--- src/rtl/dsp_mac_ctrl_if.sv ---
// dsp_mac_ctrl_if: bundles the operand stream, result handshake and DSP-slice
// controls of dsp_mac_ctrl.
//   slave  : the controller's view (dsp_mac_ctrl)
//   master : the environment's view (upstream source, downstream sink, DSP slice)
// Parameter CNT_W sets the width of len and must match the controller's CNT_W.
// Handshakes: a transfer happens on a rising clk edge where valid && ready;
// valid must not depend on ready, and payload is held while valid && !ready.
interface dsp_mac_ctrl_if #(
  parameter int CNT_W = 8
);
  logic             start;
  logic [CNT_W-1:0] len;
  logic [47:0]      c_init;
  logic [29:0]      a_in;
  logic [17:0]      b_in;
  logic             in_valid;
  logic             in_ready;
  logic [47:0]      result;
  logic             result_carry;
  logic             result_valid;
  logic             result_ready;
  logic             busy;
  logic [29:0]      dsp_a;
  logic [17:0]      dsp_b;
  logic [47:0]      dsp_c;
  logic [6:0]       dsp_op_mode;
  logic [3:0]       dsp_alu_mode;
  logic             dsp_cea2;
  logic             dsp_ceb2;
  logic             dsp_cec;
  logic             dsp_cem;
  logic             dsp_cep;
  logic [47:0]      dsp_p;
  logic             dsp_carryout;

  modport slave (
    input  start, len, c_init, a_in, b_in, in_valid, result_ready,
           dsp_p, dsp_carryout,
    output in_ready, result, result_carry, result_valid, busy,
           dsp_a, dsp_b, dsp_c, dsp_op_mode, dsp_alu_mode,
           dsp_cea2, dsp_ceb2, dsp_cec, dsp_cem, dsp_cep
  );

  modport master (
    output start, len, c_init, a_in, b_in, in_valid, result_ready,
           dsp_p, dsp_carryout,
    input  in_ready, result, result_carry, result_valid, busy,
           dsp_a, dsp_b, dsp_c, dsp_op_mode, dsp_alu_mode,
           dsp_cea2, dsp_ceb2, dsp_cec, dsp_cem, dsp_cep
  );
endinterface

--- src/rtl/dsp_mac_ctrl.sv ---
// dsp_mac_ctrl: sequences a DSP slice (A2/B2, C, M, P registers) through a
// multiply-accumulate of len operand pairs onto a seed c_init.
// Ports:
//   clk, rst   : clock, synchronous active-high reset
//   bus        : dsp_mac_ctrl_if.slave (operand stream, result, DSP controls)
//   dbg_state  : current FSM state (0 IDLE, 1 ACCUM, 2 DRAIN, 3 DONE)
// Parameters: LAT (operand-to-P latency), OPM_DLY (op_mode lag behind the
// operands), CNT_W (beat counter width).
// Optional macro DSP_MAC_STICKY_CARRY_EN: result_carry becomes the OR of
// dsp_carryout from first op_mode issue to capture instead of the carry
// sampled at capture.
module dsp_mac_ctrl #(
  parameter int LAT     = 3,
  parameter int OPM_DLY = 1,
  parameter int CNT_W   = 8
) (
  input  logic                clk,
  input  logic                rst,
  dsp_mac_ctrl_if.slave       bus,
  output logic [1:0]          dbg_state
);
  typedef enum logic [1:0] {IDLE = 2'd0, ACCUM = 2'd1, DRAIN = 2'd2, DONE = 2'd3} state_t;

  localparam logic [6:0] OPM_CM   = 7'b0110101; // P = C + M
  localparam logic [6:0] OPM_PM   = 7'b0100101; // P = P + M
  localparam logic [6:0] OPM_HOLD = 7'b0100000; // P = P
  localparam logic [6:0] OPM_PC   = 7'b0110000; // P = C
  localparam int         DW       = (LAT > 1) ? $clog2(LAT) : 1;
  localparam logic [DW-1:0] DRAIN_LAST = DW'(LAT - 1);

  state_t           state, state_nxt;
  logic [CNT_W-1:0] cnt;       // beats still to accept
  logic             first;     // next beat is the first one
  logic             issued;    // last control word of the operation has gone out
  logic [DW-1:0]    drain_cnt;
  logic             beat;
  logic             in_ready_c;
  logic [6:0]       word;      // control word issued this cycle
  logic [6:0]       opm_pipe [OPM_DLY+1];
  logic [29:0]      a_r;
  logic [17:0]      b_r;
  logic [47:0]      c_r;
  logic             cea_r, cec_r;
  logic [47:0]      result_r;
  logic             carry_r;
`ifdef DSP_MAC_STICKY_CARRY_EN
  logic             sticky_on;
  logic             sticky_acc;
`endif

  always_comb begin
    state_nxt  = state;
    in_ready_c = 1'b0;
    beat       = 1'b0;
    word       = 7'b0;
    case (state)
      IDLE: if (bus.start) state_nxt = ACCUM;
      ACCUM: begin
        in_ready_c = (cnt != '0);
        beat       = bus.in_valid && (cnt != '0);
        if (beat)                        word = first ? OPM_CM : OPM_PM;
        else if (cnt == '0 && !issued)   word = OPM_PC; // len==0: seed only
        else                             word = OPM_HOLD;
        // One ACCUM cycle after the last word, so DRAIN ends when P is final.
        if (issued) state_nxt = DRAIN;
      end
      DRAIN: begin
        word = OPM_HOLD;
        if (drain_cnt == DRAIN_LAST) state_nxt = DONE;
      end
      DONE: if (bus.result_ready) state_nxt = IDLE;
      default: state_nxt = IDLE;
    endcase
  end

  always_ff @(posedge clk) begin
    if (rst) begin
      state     <= IDLE;
      cnt       <= '0;
      first     <= 1'b0;
      issued    <= 1'b0;
      drain_cnt <= '0;
      a_r       <= '0;
      b_r       <= '0;
      c_r       <= '0;
      cea_r     <= 1'b0;
      cec_r     <= 1'b0;
      result_r  <= '0;
      carry_r   <= 1'b0;
      for (int i = 0; i <= OPM_DLY; i++) opm_pipe[i] <= '0;
`ifdef DSP_MAC_STICKY_CARRY_EN
      sticky_on  <= 1'b0;
      sticky_acc <= 1'b0;
`endif
    end else begin
      state <= state_nxt;
      cec_r <= 1'b0;
      cea_r <= beat;
      if (beat) begin
        a_r <= bus.a_in;
        b_r <= bus.b_in;
      end
      opm_pipe[0] <= word;
      for (int i = 1; i <= OPM_DLY; i++) opm_pipe[i] <= opm_pipe[i-1];
`ifdef DSP_MAC_STICKY_CARRY_EN
      if (sticky_on) sticky_acc <= sticky_acc | bus.dsp_carryout;
`endif
      case (state)
        IDLE: if (bus.start) begin
          cnt    <= bus.len;
          first  <= 1'b1;
          issued <= 1'b0;
          c_r    <= bus.c_init;
          cec_r  <= 1'b1;
`ifdef DSP_MAC_STICKY_CARRY_EN
          sticky_on  <= 1'b0;
          sticky_acc <= 1'b0;
`endif
        end
        ACCUM: begin
          drain_cnt <= '0;
          if (beat) begin
            cnt   <= cnt - CNT_W'(1);
            first <= 1'b0;
            if (cnt == CNT_W'(1)) issued <= 1'b1;
          end else if (cnt == '0 && !issued) begin
            issued <= 1'b1;
          end
`ifdef DSP_MAC_STICKY_CARRY_EN
          if (beat || (cnt == '0 && !issued)) sticky_on <= 1'b1;
`endif
        end
        DRAIN: begin
          drain_cnt <= drain_cnt + DW'(1);
          if (drain_cnt == DRAIN_LAST) begin
            result_r <= bus.dsp_p;
`ifdef DSP_MAC_STICKY_CARRY_EN
            carry_r   <= sticky_acc | bus.dsp_carryout;
            sticky_on <= 1'b0;
`else
            carry_r  <= bus.dsp_carryout;
`endif
          end
        end
        default: ;
      endcase
    end
  end

  assign bus.in_ready     = in_ready_c;
  assign bus.busy         = (state != IDLE);
  assign bus.result       = result_r;
  assign bus.result_carry = carry_r;
  assign bus.result_valid = (state == DONE);
  assign bus.dsp_a        = a_r;
  assign bus.dsp_b        = b_r;
  assign bus.dsp_c        = c_r;
  assign bus.dsp_cea2     = cea_r;
  assign bus.dsp_ceb2     = cea_r;
  assign bus.dsp_cec      = cec_r;
  assign bus.dsp_cem      = (state != IDLE);
  assign bus.dsp_cep      = (state != IDLE);
  assign bus.dsp_op_mode  = opm_pipe[OPM_DLY];
  assign bus.dsp_alu_mode = 4'b0000;
  assign dbg_state        = state;
endmodule

--- src/flat_wrapper.sv ---
// flat-port wrapper written by rule: the top's interface ports become plain ports
module dsp_mac_ctrl_flat 
#(
  parameter int LAT     = 3,
  parameter int OPM_DLY = 1,
  parameter int CNT_W   = 8
)
  (clk, rst, dbg_state, bus_start, bus_len, bus_c_init, bus_a_in, bus_b_in, bus_in_valid, bus_result_ready, bus_dsp_p, bus_dsp_carryout, bus_in_ready, bus_result, bus_result_carry, bus_result_valid, bus_busy, bus_dsp_a, bus_dsp_b, bus_dsp_c, bus_dsp_op_mode, bus_dsp_alu_mode, bus_dsp_cea2, bus_dsp_ceb2, bus_dsp_cec, bus_dsp_cem, bus_dsp_cep);
  dsp_mac_ctrl_if #(.CNT_W(CNT_W)) bus_i ();
  input  logic clk;
  input  logic rst;
  output logic [1:0] dbg_state;
  input wire logic [$bits(bus_i.start)-1:0] bus_start;
  input wire logic [$bits(bus_i.len)-1:0] bus_len;
  input wire logic [$bits(bus_i.c_init)-1:0] bus_c_init;
  input wire logic [$bits(bus_i.a_in)-1:0] bus_a_in;
  input wire logic [$bits(bus_i.b_in)-1:0] bus_b_in;
  input wire logic [$bits(bus_i.in_valid)-1:0] bus_in_valid;
  input wire logic [$bits(bus_i.result_ready)-1:0] bus_result_ready;
  input wire logic [$bits(bus_i.dsp_p)-1:0] bus_dsp_p;
  input wire logic [$bits(bus_i.dsp_carryout)-1:0] bus_dsp_carryout;
  output wire logic [$bits(bus_i.in_ready)-1:0] bus_in_ready;
  output wire logic [$bits(bus_i.result)-1:0] bus_result;
  output wire logic [$bits(bus_i.result_carry)-1:0] bus_result_carry;
  output wire logic [$bits(bus_i.result_valid)-1:0] bus_result_valid;
  output wire logic [$bits(bus_i.busy)-1:0] bus_busy;
  output wire logic [$bits(bus_i.dsp_a)-1:0] bus_dsp_a;
  output wire logic [$bits(bus_i.dsp_b)-1:0] bus_dsp_b;
  output wire logic [$bits(bus_i.dsp_c)-1:0] bus_dsp_c;
  output wire logic [$bits(bus_i.dsp_op_mode)-1:0] bus_dsp_op_mode;
  output wire logic [$bits(bus_i.dsp_alu_mode)-1:0] bus_dsp_alu_mode;
  output wire logic [$bits(bus_i.dsp_cea2)-1:0] bus_dsp_cea2;
  output wire logic [$bits(bus_i.dsp_ceb2)-1:0] bus_dsp_ceb2;
  output wire logic [$bits(bus_i.dsp_cec)-1:0] bus_dsp_cec;
  output wire logic [$bits(bus_i.dsp_cem)-1:0] bus_dsp_cem;
  output wire logic [$bits(bus_i.dsp_cep)-1:0] bus_dsp_cep;
  assign bus_i.start = bus_start;
  assign bus_i.len = bus_len;
  assign bus_i.c_init = bus_c_init;
  assign bus_i.a_in = bus_a_in;
  assign bus_i.b_in = bus_b_in;
  assign bus_i.in_valid = bus_in_valid;
  assign bus_i.result_ready = bus_result_ready;
  assign bus_i.dsp_p = bus_dsp_p;
  assign bus_i.dsp_carryout = bus_dsp_carryout;
  assign bus_in_ready = bus_i.in_ready;
  assign bus_result = bus_i.result;
  assign bus_result_carry = bus_i.result_carry;
  assign bus_result_valid = bus_i.result_valid;
  assign bus_busy = bus_i.busy;
  assign bus_dsp_a = bus_i.dsp_a;
  assign bus_dsp_b = bus_i.dsp_b;
  assign bus_dsp_c = bus_i.dsp_c;
  assign bus_dsp_op_mode = bus_i.dsp_op_mode;
  assign bus_dsp_alu_mode = bus_i.dsp_alu_mode;
  assign bus_dsp_cea2 = bus_i.dsp_cea2;
  assign bus_dsp_ceb2 = bus_i.dsp_ceb2;
  assign bus_dsp_cec = bus_i.dsp_cec;
  assign bus_dsp_cem = bus_i.dsp_cem;
  assign bus_dsp_cep = bus_i.dsp_cep;
  dsp_mac_ctrl #(.LAT(LAT), .OPM_DLY(OPM_DLY), .CNT_W(CNT_W)) u_core (.clk(clk), .rst(rst), .bus(bus_i), .dbg_state(dbg_state));
endmodule
--- config.mk ---
export PLATFORM = sky130hd
export DESIGN_NAME = dsp_mac_ctrl_flat
export DESIGN_NICKNAME = d
export VERILOG_FILES = /design/src/rtl/dsp_mac_ctrl_if.sv /design/src/rtl/dsp_mac_ctrl.sv /design/src/flat_wrapper.sv
export SDC_FILE = /design/constraint.sdc
export NUM_CORES = 1
export LEC_CHECK = 0
export ABC_AREA = 1
export CELL_PAD_IN_SITES_DETAIL_PLACEMENT = 1
export CELL_PAD_IN_SITES_GLOBAL_PLACEMENT = 1
export CORE_MARGIN = 2
export CORE_UTILIZATION = 27
export CTS_CLUSTER_SIZE = 12
export DETAILED_ROUTE_END_ITERATION = 7
export PLACE_DENSITY_LB_ADDON = 0.1
export SKIP_CTS_REPAIR_TIMING = 1
export SYNTH_ARGS = -nofsm -noshare
export SYNTH_HDL_FRONTEND = slang
export SYNTH_SLANG_ARGS = --single-unit
--- constraint.sdc ---
create_clock -name clk -period 2.4 [get_ports clk]
set_clock_uncertainty 0.2 [all_clocks]
set_input_delay 0.48 -clock clk [delete_from_list [all_inputs] [get_ports clk]]
set_output_delay 0.48 -clock clk [all_outputs]
set_load 0.1 [all_outputs]
# After elaboration in Yosys (flattened, before gate mapping)
# Memory sizes are Yosys's and may differ from the RTL's.
# Index checks and enable logic that the tools add are counted.
dict set report totals {
  ff_bits 161
  latch_bits 0
  ram_bits 14
  rom_bits 0
  inputBits 158
  output_inout_bits 166
  wordCells 74
  n_memories 1
}
dict set report classes {
  addsub 2
  mul 0
  n_div 0
  order_cmp 0
  eq_ne 12
  shifts 0
  mux 29
  bitwise 3
  n_reduce_logical 15
}
# name depth word_bits read_ports rd_clocked_by_memory_dff write_ports line_no
set memory_table {}
lappend memory_table {u_core.opm_pipe 2 7 2 0 2 dsp_mac_ctrl.sv:39} ;# logic [6:0] opm_pipe [OPM_DLY+1];
# op n
set op_table {}
lappend op_table {{7-bit 2-to-1 mux} 3}
lappend op_table {{8-bit 2-to-1 mux} 2}
lappend op_table {{8-bit case mux with 2 select lines} 1}
lappend op_table {{7-bit case mux with 2 select lines} 1}
lappend op_table {{1-bit 2-to-1 mux} 12}
lappend op_table {{5-bit 2-to-1 mux} 2}
lappend op_table {{8-bit by 1-bit equality test with 1-bit output (second input constant)} 1}
lappend op_table {{8-bit zero test} 1}
lappend op_table {{2-bit 2-to-1 mux} 4}
lappend op_table {{2-bit case mux with 4 select lines} 1}
lappend op_table {{4-bit AND reduction} 2}
lappend op_table {{8-bit nonzero test} 1}
lappend op_table {{8-bit by 1-bit subtractor with 8-bit output (second input constant)} 1}
lappend op_table {{2-bit equality test (second input constant)} 3}
lappend op_table {{2-bit by 1-bit inequality test with 1-bit output (second input constant)} 3}
lappend op_table {{2-bit nonzero test} 3}
lappend op_table {{2-bit inequality test (second input constant)} 2}
lappend op_table {{1-bit case mux with 2 select lines} 2}
lappend op_table {{2-bit case mux with 2 select lines} 1}
lappend op_table {{2-bit AND reduction} 2}
lappend op_table {{3-bit by 1-bit inequality test with 1-bit output (second input constant)} 1}
lappend op_table {{3-bit inequality test (second input constant)} 1}
lappend op_table {{3-bit AND reduction} 1}
lappend op_table {{2-bit by 1-bit adder with 2-bit output (second input constant)} 1}
lappend op_table {{7 further kinds} 9}

# Depth between registers and ports, before layout
dict set report logic_depth {
  word_depth 6
  mapped_depth 11
}

# Worst setup path after synthesis
# OpenSTA, ideal clock, no wires.
dict set report synth_timing {
  path_kind {reg-to-output}
  start {register u_core.state[0], in the netlist u_core.dbg_state[0]}
  end {output port bus_dsp_cem}
  arrival_ns 2.507
  required_ns 1.720
  slack_ns -0.787
  path_stages_with_launch 5
  n_path_buf 1
  path_cell_list {dfxtp_1 -> inv_1 -> ha_1 -> inv_1 -> buf_4}
}
dict set report synth_between {
  elab_chain_cells 1
}
# item line_no
set synth_lines {}
lappend synth_lines {{start, declared} dsp_mac_ctrl.sv:31} ;# state_t state, state_nxt;
lappend synth_lines {{start signal, assigned} dsp_mac_ctrl.sv:96} ;# state <= state_nxt;
lappend synth_lines {{2-bit nonzero test} --}
lappend synth_lines {{end, declared} flat_wrapper.sv:35} ;# output wire logic [$bits(bus_i.dsp_cem)-1:0] bus_dsp_cem;
# No other way between the ends.

# Worst setup path in the final report
dict set report layout_timing {
  start {register u_core.cnt[0]}
  end {output port bus_in_ready}
}
dict set report layout_between {
  elab_chain_cells 2
}
# item line_no
set layout_lines {}
lappend layout_lines {{start, declared} dsp_mac_ctrl.sv:32} ;# logic [CNT_W-1:0] cnt;
lappend layout_lines {{start signal, assigned} dsp_mac_ctrl.sv:110} ;# cnt <= bus.len;
lappend layout_lines {{start signal, assigned} dsp_mac_ctrl.sv:123} ;# cnt <= cnt - CNT_W'(1);
lappend layout_lines {{8-bit nonzero test} dsp_mac_ctrl.sv:59} ;# in_ready_c = (cnt != '0);
lappend layout_lines {{1-bit 2-to-1 mux} dsp_mac_ctrl.sv:56} ;# case (state)
lappend layout_lines {{end, declared} flat_wrapper.sv:22} ;# output wire logic [$bits(bus_i.in_ready)-1:0] bus_in_ready;
# No other way between the ends.

==> metrics.md <==
| Metric | Value |
|---|---|
| Status | `complete, no violations` |
| Crit path DAT | `1.63 ns` |
| Post-synth top area share | `53.2%` |
| Post-synth EDFFs | `0` |
| Die Width | `157 um` |
| Post-synth top cells | `nor2_1 (221), dfxtp_1 (167), o21ai_0 (110), nand2_1 (80)` |
| Final nets | `1,271` |
| Final Total Pwr | `12.3 mW` |
| Drt via density | `4.42` |
| Initial Util | `27.6%` |
| Endpoint type of the worst setup path | `primary output` |
| Diodes inserted | `0` |
| P per Cell Area | `1240 mW/mm2` |
| DIE HEIGHT | `157 um` |
| Vias in the first global route | `6,251` |
| Critical Path Start Type | `flip-flop` |
| Crit-path max FO | `5` |
| Fin crit period | `2.31 ns` |
| RSZ-0062 raised after global routing | `no` |
| Syn Area/Cell | `7.68 um2` |
| Slew margin rel. | `60.6%` |
| Clock buffer depth | `2` |
| Routed WL per cell | `15.3 um` |
| Initial antenna violation count | `0` |
| Cell leakage power | `4.11 nW` |
| Final cycle utilization of the critical path | `96.4%` |
| Top cells by area, synth | `dfxtp_1 (53%), nor2_1 (13%), o21ai_0 (8.8%)` |
| Clock slew at reported path FFs | `0.07 ns` |
| Most frequent cell after synthesis | `nor2_1` |
| TritonCTS Buffers | `17` |
| First-pass GRT wire length | `33,700 um` |
| Post-DP HPWL | `15,400 um` |
| Core area | `0.0228 mm2` |
| Worst endpoint required time | `1.72 ns` |
| Gr usage total | `17.7%` |
| Async SR Flop Fraction | `0%` |
| Post-synth top flop | `dfxtp_1` |
| Gpl congestion | `0.720` |
| Pre-antenna DRT Iters | `4` |
| Std-Cell Rows | `55` |
| HP Class | `primary input to flip-flop` |
| Mapped Area | `0.00629 mm2` |
| Non-Filler Instances | `1,430` |
| # setup viols final | `0` |
| Die area | `0.0245 mm2` |
| Final hold violations | `0` |
| DRT antenna net count | `0` |
| GR Overflow Total | `0` |
| Vias post-DR | `6,319` |
| Io pins | `324` |
| Warnings, synthesis | `0` |
| H-tree levels | `4` |
| Post-synthesis cell count | `818` |
| DR iter-0 viols | `283` |
| Residual DRC count | `0` |
| Area Growth Syn to Fin | `58.3%` |
| Layout cell share with drive strength beyond 1 | `20.0%` |
| Placed cells | `1,395` |
| Maximum VDD drop | `649 uV` |
| Sequential cell area fraction in the yosys report | `53.2%` |
| Largest net degree at the start of global routing | `66` |
| Final Util | `43.7%` |
| CTS tree | `built` |
| Crit Path Class | `flip-flop to primary output` |
| Sink Count | `167` |
| Clk root buf | `clkbuf_16` |
| Slew Limit Fails | `0` |
| Max_cap viols | `0` |
| Tightest Pin Transition | `0.591 ns` |
| Post-synthesis cell type count | `25` |
| Synthesized flop and latch total | `167` |
| Final Routed Wirelength | `21,900 um` |
| Input/output buffers | `316` |
| Worst-Skew Late Latency | `0.43 ns` |
| Area leader, netlist | `dfxtp_1` |
| Max Freq | `432 MHz` |
-- power breakdown --
part	leakage, nW	switching, mW	total, mW	internal, mW
Combinational	2.47	4.54	5.96	1.43
Clock	0.277	1.20	2.85	1.65
Sequential	1.36	0.275	3.52	3.24
Total	4.11	6.01	12.3	6.32
-- cell families (layout without fill, tap and decap cells) --
family | Yosys count | in the layout | synth area share (%)
compound gates | 174 | 174 | 14.1
other cells | 1 | 7 | 0.0597
fa+ha+maj | 9 | 9 | 1.79
simple gates | 370 | 370 | 23.7
flops | 167 | 167 | 53.2
buf+inv | 97 | 390 | 7.21
-- per-layer routing --
| metal | part of all wire [%] | up-vias | GRT usage [%] |
|---|---|---|---|
| li1 | - | 3191 | - |
| met1 | 42 | 2920 | 20.7 |
| met2 | 48 | 187 | 29.7 |
| met3 | 8.5 | 21 | 7.37 |
| met4 | 1.3 | 0 | 4.89 |
| met5 | 0 | - | 0 |
-- worst max-delay path: stages, from the launching register on --
cell and delay (ns):
dfxtp_4 0.37, inv_1 0.06, ha_1 0.19, inv_1 0.07
nor2_2 0.07, a21oi_4 0.23, buf_12 0.21
-- through the flow --
step	hold WS, ns	setup TNS, ns	instance area (um2)	worst slack (ns)
after global routing	0.161	0	9950	0.00333
after global placement	0.192	0	9320	0.261
after CTS	0.141	-0.152	9920	-0.152
after detailed placement	0.196	0	9320	0.245
after floorplan	0.188	0	6320	0.0422
final	0.157	0	9950	0.0870
-- cell type report --
type,instances,area [um2]
Clock buffer,19,433
Clock inverter,13,168
Fill cell,2781,12800
Inverter,26,101
Multi-Input combinational cell,560,2510
Sequential cell,167,3360
Tap cell,313,392
Timing Repair Buffer,332,2990
-- placed cells by master (no fill, tap or decap) --
master           netlist  layout
clkbuf_1              39       2
buf_4                 15     166
dfxtp_2                0       1
nand2_1               80      80
nor3_1                 3       3
nand3b_1               1       1
nand4_1                2       2
inv_2                  3       4
bufinv_16              0       3
nor2_1               221     221
and3_1                 1       1
nand2_2                2       2
o21ai_1                6       6
nor2_2                 2       2
conb_1                 1       7
dfxtp_4                0       3
a21oi_1               56      56
o21ai_0              110     110
ha_1                   9       9
inv_1                 23      21
clkinvlp_4             0       6
a21oi_4                1       1
buf_2                 14       2
dfxtp_1              167     163
or2_2                  2       2
buf_12                 0       9
nand3_1               56      56
a211oi_1               1       1
inv_6                  0       4
clkinv_2               0       1
clkbuf_16              0      17
clkdlybuf4s50_1        0     155
-- path summary, 6_finish.rpt --
check                                                 startpoint                           endpoint  slack, ns  cells past startpoint
worst max-delay path                  u_core.cnt[0]$_SDFFE_PP0P_                       bus_in_ready       0.09                      6
worst min-delay path                                         rst   u_core.drain_cnt[1]$_SDFFE_PP0N_       0.16                      2
worst max register to register        u_core.cnt[0]$_SDFFE_PP0P_   u_core.bus.dsp_a[5]$_SDFFE_PP0P_       0.36                     10
worst min register to register  u_core.opm_pipe[0][5]$_SDFF_PP0_  u_core.opm_pipe[0][12]$_SDFF_PP0_       0.20                      2
-- flip-flops by register name (all words and copies together), names as in the netlist, 2 cells and up --
| signal | flops |
|---|---|
| u_core.bus.dsp_c | 48 |
| u_core.bus.dsp_a | 30 |
| u_core.drain_cnt | 2 |
| u_core.opm_pipe | 6 |
| u_core.bus.result | 48 |
| u_core.cnt | 8 |
| u_core.dbg_state | 2 |
| u_core.bus.dsp_b | 18 |
No activity file was read; power rests on OpenSTA's default activity.
==> edit 1 (same flow settings) <==
Add a define of `DSP_MAC_STICKY_CARRY_EN`.
--- a/src/rtl/dsp_mac_ctrl.sv
+++ b/src/rtl/dsp_mac_ctrl.sv
@@ -9,6 +9,8 @@
 // Optional macro DSP_MAC_STICKY_CARRY_EN: result_carry becomes the OR of
 // dsp_carryout from first op_mode issue to capture instead of the carry
 // sampled at capture.
+`define DSP_MAC_STICKY_CARRY_EN
+
 module dsp_mac_ctrl #(
   parameter int LAT     = 3,
   parameter int OPM_DLY = 1,
Formal check against the unedited RTL: not equivalent (a bounded check fails within 10 cycles, from zero or initial values and one cycle with rst high).
==> edit 1 against the original RTL <==
Routed wire length fell by 1.8%; synthesized area rose by 0.70%; setup slack got worse by 0.0011 ns; sequential share of layout area rose by 0.054 points; sequential cell count rose by 2; total power fell by 2.9%; sequential power rose by 1%; register-to-register slack improved by 0.10 ns; combinational power fell by 4.9%; final area rose by 0.92%; first-iteration DRC count fell by 5.7%; critical path type unchanged; largest cell class unchanged; largest power group unchanged; highest routed layer unchanged.
==> edit 1: results (changes against the original RTL) <==
The run finished with clean final reports. The run gives 2813 (+1.2%) as the number of filler cells placed in the layout. Part of the Yosys area used for sequential elements: 53.4% (+0.26 points).

The half-perimeter wire length after detailed placement is 15100 um (-1.9%), and the portion of the clock cycle consumed by the worst path in the final layout is 96.4% (about the same). The ratio of cells with drive above 1 in the final layout was 19.4% (-0.58 points). The cell depth of the worst flop-to-flop path was 8 (-2); the per-cell via count in the routed design was 4.33 (-1.9%).

Final net count: 1291 (+1.6%). The tools report the maximum number of pins on one net before global-route repair as 58 (-12%). Worst hold slack after final layout: 0.200 ns (+0.0438 ns).

The mean instance size in the synthesized netlist was 7.61 um^2 (-1.0%). By count the netlist is led by 223 x sky130_fd_sc_hd__nor2_1, 169 x sky130_fd_sc_hd__dfxtp_1, 142 x sky130_fd_sc_hd__nand2_1. Final wirelength: 21500 um (-1.8%). The cell count after placement is 1424 (+2.1%). The endpoint identified for the worst register-to-register timing path is u_core.cnt[4]$_SDFFE_PP0P_.

The fraction of area in clock buffers and inverters is 5.68% (-0.35 points). The via count is 6306 (-0.21%). The area fraction in compound gates after synthesis is 10.3% (-3.8 points), and the multi-input gate area in the final layout is 2550 um^2 (+1.4%). The run gives 4.53 nW (+10%) as the reported leakage power.

The worst hold path belongs to the class reg -> reg. The first-pass GRT wire length is 32900 um (-2.5%), and the area share of fa/ha/maj cells after synthesis is 1.78% (-0.012 points). Layout overhead on the synthesized area: 58.6%.

In the post-synthesis netlist, the biggest area contributors are sky130_fd_sc_hd__dfxtp_1 53%, sky130_fd_sc_hd__nor2_1 13%, sky130_fd_sc_hd__nand2_1 8.4%. Detailed-routed wire length on met3: 1820 um (-2.3%). The number of antenna violations at the first check in global routing was 1 (+1). Placement-stage cell area: 9460 um^2 (+1.5%).

The tools report the well-tap cell count as 319 (+1.9%). The tools report the critical hold path startpoint as u_core.opm_pipe[0][4]$_SDFF_PP0_. The worst hold endpoint was u_core.opm_pipe[0][11]$_SDFF_PP0_. The tools report the wire length on met2 as 9750 um (-7.5%). The placement-stage worst setup slack is 0.223 ns (-0.0213 ns). The number of non-clock inverters in the layout is 30 (+15%). The run gives 17.1% (-0.59 points) as the aggregate global-route resource usage.

The slowest stage of the critical path is the sky130_fd_sc_hd__dfxtp_2 cell. Peak fanout along the critical path: 4 (-1). Sequential cell area: 3390 um^2 (+1.1%). The run gives 20.5% (-0.19 points) as the met1 capacity usage during global routing. The tools report the final weighted congestion in routability-driven placement as 0.727 (+0.99%). In this run the critical register-to-register path is launched from u_core.dbg_state[0]$_SDFFE_PP0P_. The internal reg-to-reg setup slack is 0.46 ns (+0.10 ns).
-- edit 1: changes by cell type after synthesis, sizes merged, moves of 3 or more --
cell,change
a21oi,-44
o21ai,-4
nor2,+3
clkbuf,-5
nand2,+61
nand3,+5
buf,-3
-- edit 1: power breakdown --
group          total [W]  switching (W)  leakage [nW]  internal (W)
clock            0.00276        0.00122         0.272       0.00153
sequential       0.00356       0.000286          1.38       0.00327
combinational    0.00567        0.00432          2.88       0.00135
-- edit 1: worst register-to-register path, cell delays in order (launching register included) --
cell and delay [ns]:
sky130_fd_sc_hd__dfxtp_4 0.38, sky130_fd_sc_hd__inv_1 0.08, sky130_fd_sc_hd__ha_2 0.23, sky130_fd_sc_hd__o21ai_0 0.33
sky130_fd_sc_hd__inv_1 0.15, sky130_fd_sc_hd__nand2_1 0.25, sky130_fd_sc_hd__nand2_1 0.09, sky130_fd_sc_hd__nand2_1 0.07
sky130_fd_sc_hd__nor2_1 0.03
==> edit 2 (same flow settings) <==
Without the edit above. Put one more register stage on the output `dbg_state`, cleared by the reset. The value now appears one clock later. The other outputs are not delayed to match.
--- a/src/rtl/dsp_mac_ctrl.sv
+++ b/src/rtl/dsp_mac_ctrl.sv
@@ -162,6 +162,12 @@
   assign bus.dsp_cep      = (state != IDLE);
   assign bus.dsp_op_mode  = opm_pipe[OPM_DLY];
   assign bus.dsp_alu_mode = 4'b0000;
-  assign dbg_state        = state;
+  always_ff @(posedge clk) begin
+    if (rst) begin
+      dbg_state <= '0;
+    end else begin
+      dbg_state <= state;
+    end
+  end
 endmodule
 
Check against the original RTL: not equivalent (Yosys sat finds a counterexample within 4 cycles, from zero or initial values and one cycle with rst high).
==> edit 2 against the original RTL <==
Non-clock buffer count rose by 1; final area increased by 0.40%; total power grew 0.45%; sequential cell count grew 2; first-iteration DRC count fell by 1.1%; setup slack better by 0.038 ns; routed wire length grew 0.35%; synthesized area increased by 0.70%; critical endpoint unchanged.
==> edit 2: results (changes against the original RTL) <==
The run gives 6335 (+0.25%) as the via count. The logs give 2 (+2) for the number of antenna violations at the first check in global routing and 0.125 ns (+0.0379 ns) for the final worst setup slack. The detailed-routed wire length on met3 came out at 1960 um (+5.4%). The tools report the maximum number of pins on one net before global-route repair as 68 (+3.0%). The run gives 0.00613 W (+1.9%) as the net load switching power. The critical hold path startpoint was rst. The first-pass detailed-route iteration total came out at 4 (unchanged). The first-pass GRT wire length is 34100 um (+1.0%). The cell depth of the worst flop-to-flop path was 9 (-1); the routed metal-1 wirelength was 9190 um (-0.81%). The run gives 20.3% (-0.38 points) as the met1 capacity usage during global routing. The run gives 4.13 nW (+0.41%) as the reported leakage power. The fraction of met3 tracks used by global routing came out at 7.63% (+0.26 points). In this run the critical register-to-register path is launched from u_core.state[0]$_SDFFE_PP0P_. The run gives 0.41 ns (+0.05 ns) as the internal reg-to-reg setup slack. The source of the critical timing path is u_core.cnt[0]$_SDFFE_PP0P_. The placement-stage worst setup slack was 0.194 ns (-0.0507 ns); the worst slew slack as a fraction of its limit was 64.4% (+3.8 points). Number of filler cells placed in the layout: 2835 (+1.9%). The final weighted congestion in routability-driven placement is 0.707 (-1.8%). The logs give 15700 um (+1.8%) for the half-perimeter wire length after detailed placement and 0.951 mV (+47%) for the worst IR drop on VDD. Aggregate global-route resource usage: 17.7% (+0.058 points).

The ratio of cells with drive above 1 in the final layout came out at 19.8% (-0.14 points). The tools report the part of the Yosys area used for sequential elements as 53.4% (+0.26 points). The run gives 29.7% (about the same) as the met2 routing resource usage after global routing. The flow ran to the end, and the final reports show no timing, DRC or antenna violations. The run gives 1275 (+0.31%) as the final net count. The endpoint identified for the worst register-to-register timing path is u_core.cnt[5]$_SDFFE_PP0P_. The initial DRC count was 280 (-1.1%).

Wire length on met2: 10400 um (-1.1%). After synthesis, the most frequently instantiated cells are 222 x sky130_fd_sc_hd__nor2_1, 169 x sky130_fd_sc_hd__dfxtp_1, 112 x sky130_fd_sc_hd__o21ai_0. Data arrival at the endpoint of the critical path: 1.60 ns (-0.03 ns). The tools report the number of warnings issued by yosys as 0 (unchanged). Yosys attributes the largest share of cell area to sky130_fd_sc_hd__dfxtp_1 53%, sky130_fd_sc_hd__nor2_1 13%, sky130_fd_sc_hd__o21ai_0 8.9%.

The routed wire length per instance was 15.3 um (-0.42%).
-- edit 2: cell types whose count changed in the layout (fill, tap and decap cells not counted), sizes merged, moves of 2 or more --
cell | unedited run | this run
clkinvlp | 6 | 3
inv | 29 | 32
a21oi | 57 | 59
bufinv | 3 | 1
dfxtp | 167 | 169
diode | 0 | 2
o21ai | 116 | 114
-- edit 2: critical path, cell delays in order, from the launching register on --
cell and delay, ns:
sky130_fd_sc_hd__dfxtp_2 0.37, sky130_fd_sc_hd__inv_1 0.07, sky130_fd_sc_hd__ha_1 0.19, sky130_fd_sc_hd__inv_1 0.06
sky130_fd_sc_hd__nor2_2 0.06, sky130_fd_sc_hd__a21oi_4 0.20, sky130_fd_sc_hd__buf_12 0.21
-- edit 2: how the worst min path moves through the flow --
stage / to / depth (start not counted)
6_report: u_core.bus.result[25]$_SDFFE_PP0P_ / 4
3_5_place_dp: u_core.opm_pipe[0][11]$_SDFF_PP0_ / 2
2_1_floorplan: u_core.opm_pipe[0][11]$_SDFF_PP0_ / 2
4_1_cts: u_core.opm_pipe[0][4]$_SDFF_PP0_ / 3
3_3_place_gp: u_core.opm_pipe[0][12]$_SDFF_PP0_ / 2
5_1_grt: u_core.opm_pipe[0][4]$_SDFF_PP0_ / 3
-- edit 2: logic make-up (layout without fill, tap and decap cells) --
group / after synthesis / after routing / share of synthesized area (%)
AOI/OAI and AO/OA: 175 / 175 / 14.1
adders and majority gates: 9 / 9 / 1.78
buffers and inverters: 96 / 389 / 7.10
DFF: 169 / 169 / 53.4
other: 1 / 9 / 0.0592
and+or+nand+nor: 371 / 371 / 23.5
-- edit 2: power by group through the flow --
| stage | clock [W] | combinational [W] | sequential [W] |
|---|---|---|---|
| 3_3_place_gp | 0 | 0.00619 | 0.00358 |
| 2_1_floorplan | 0 | 0.00225 | 0.00594 |
| 4_1_cts | 0.00280 | 0.00621 | 0.00353 |
| 6_report | 0.00271 | 0.00614 | 0.00353 |
| 3_5_place_dp | 0 | 0.00620 | 0.00359 |
| 5_1_grt | 0.00291 | 0.00659 | 0.00360 |
-- edit 2: cell type report --
cell class	instances	area [um^2]	share of cell area, %
Multi-Input combinational cell	562	2520	25.2
Sequential cell	169	3390	33.9
Clock buffer	18	429	4.30
Timing Repair Buffer	333	3020	30.2
Clock inverter	13	136	1.37
Antenna cell	2	5.00	0.0501
Tap cell	319	399	4.00
Inverter	25	93.8	0.939
-- edit 2: metrics by stage --
stage                     hold WS, ns  std cells  utilization (%)  cell area [um^2]  power [W]
after detailed placement        0.197       1408             40.5              9420    0.00978
after CTS                       0.177       1439             42.9              9980     0.0125
after global routing            0.197       1441             42.9              9990     0.0131
after global placement          0.198       1408             40.5              9420    0.00976
final                           0.196       1441             42.9              9990     0.0124
after floorplan                 0.188        827                -              6350    0.00819
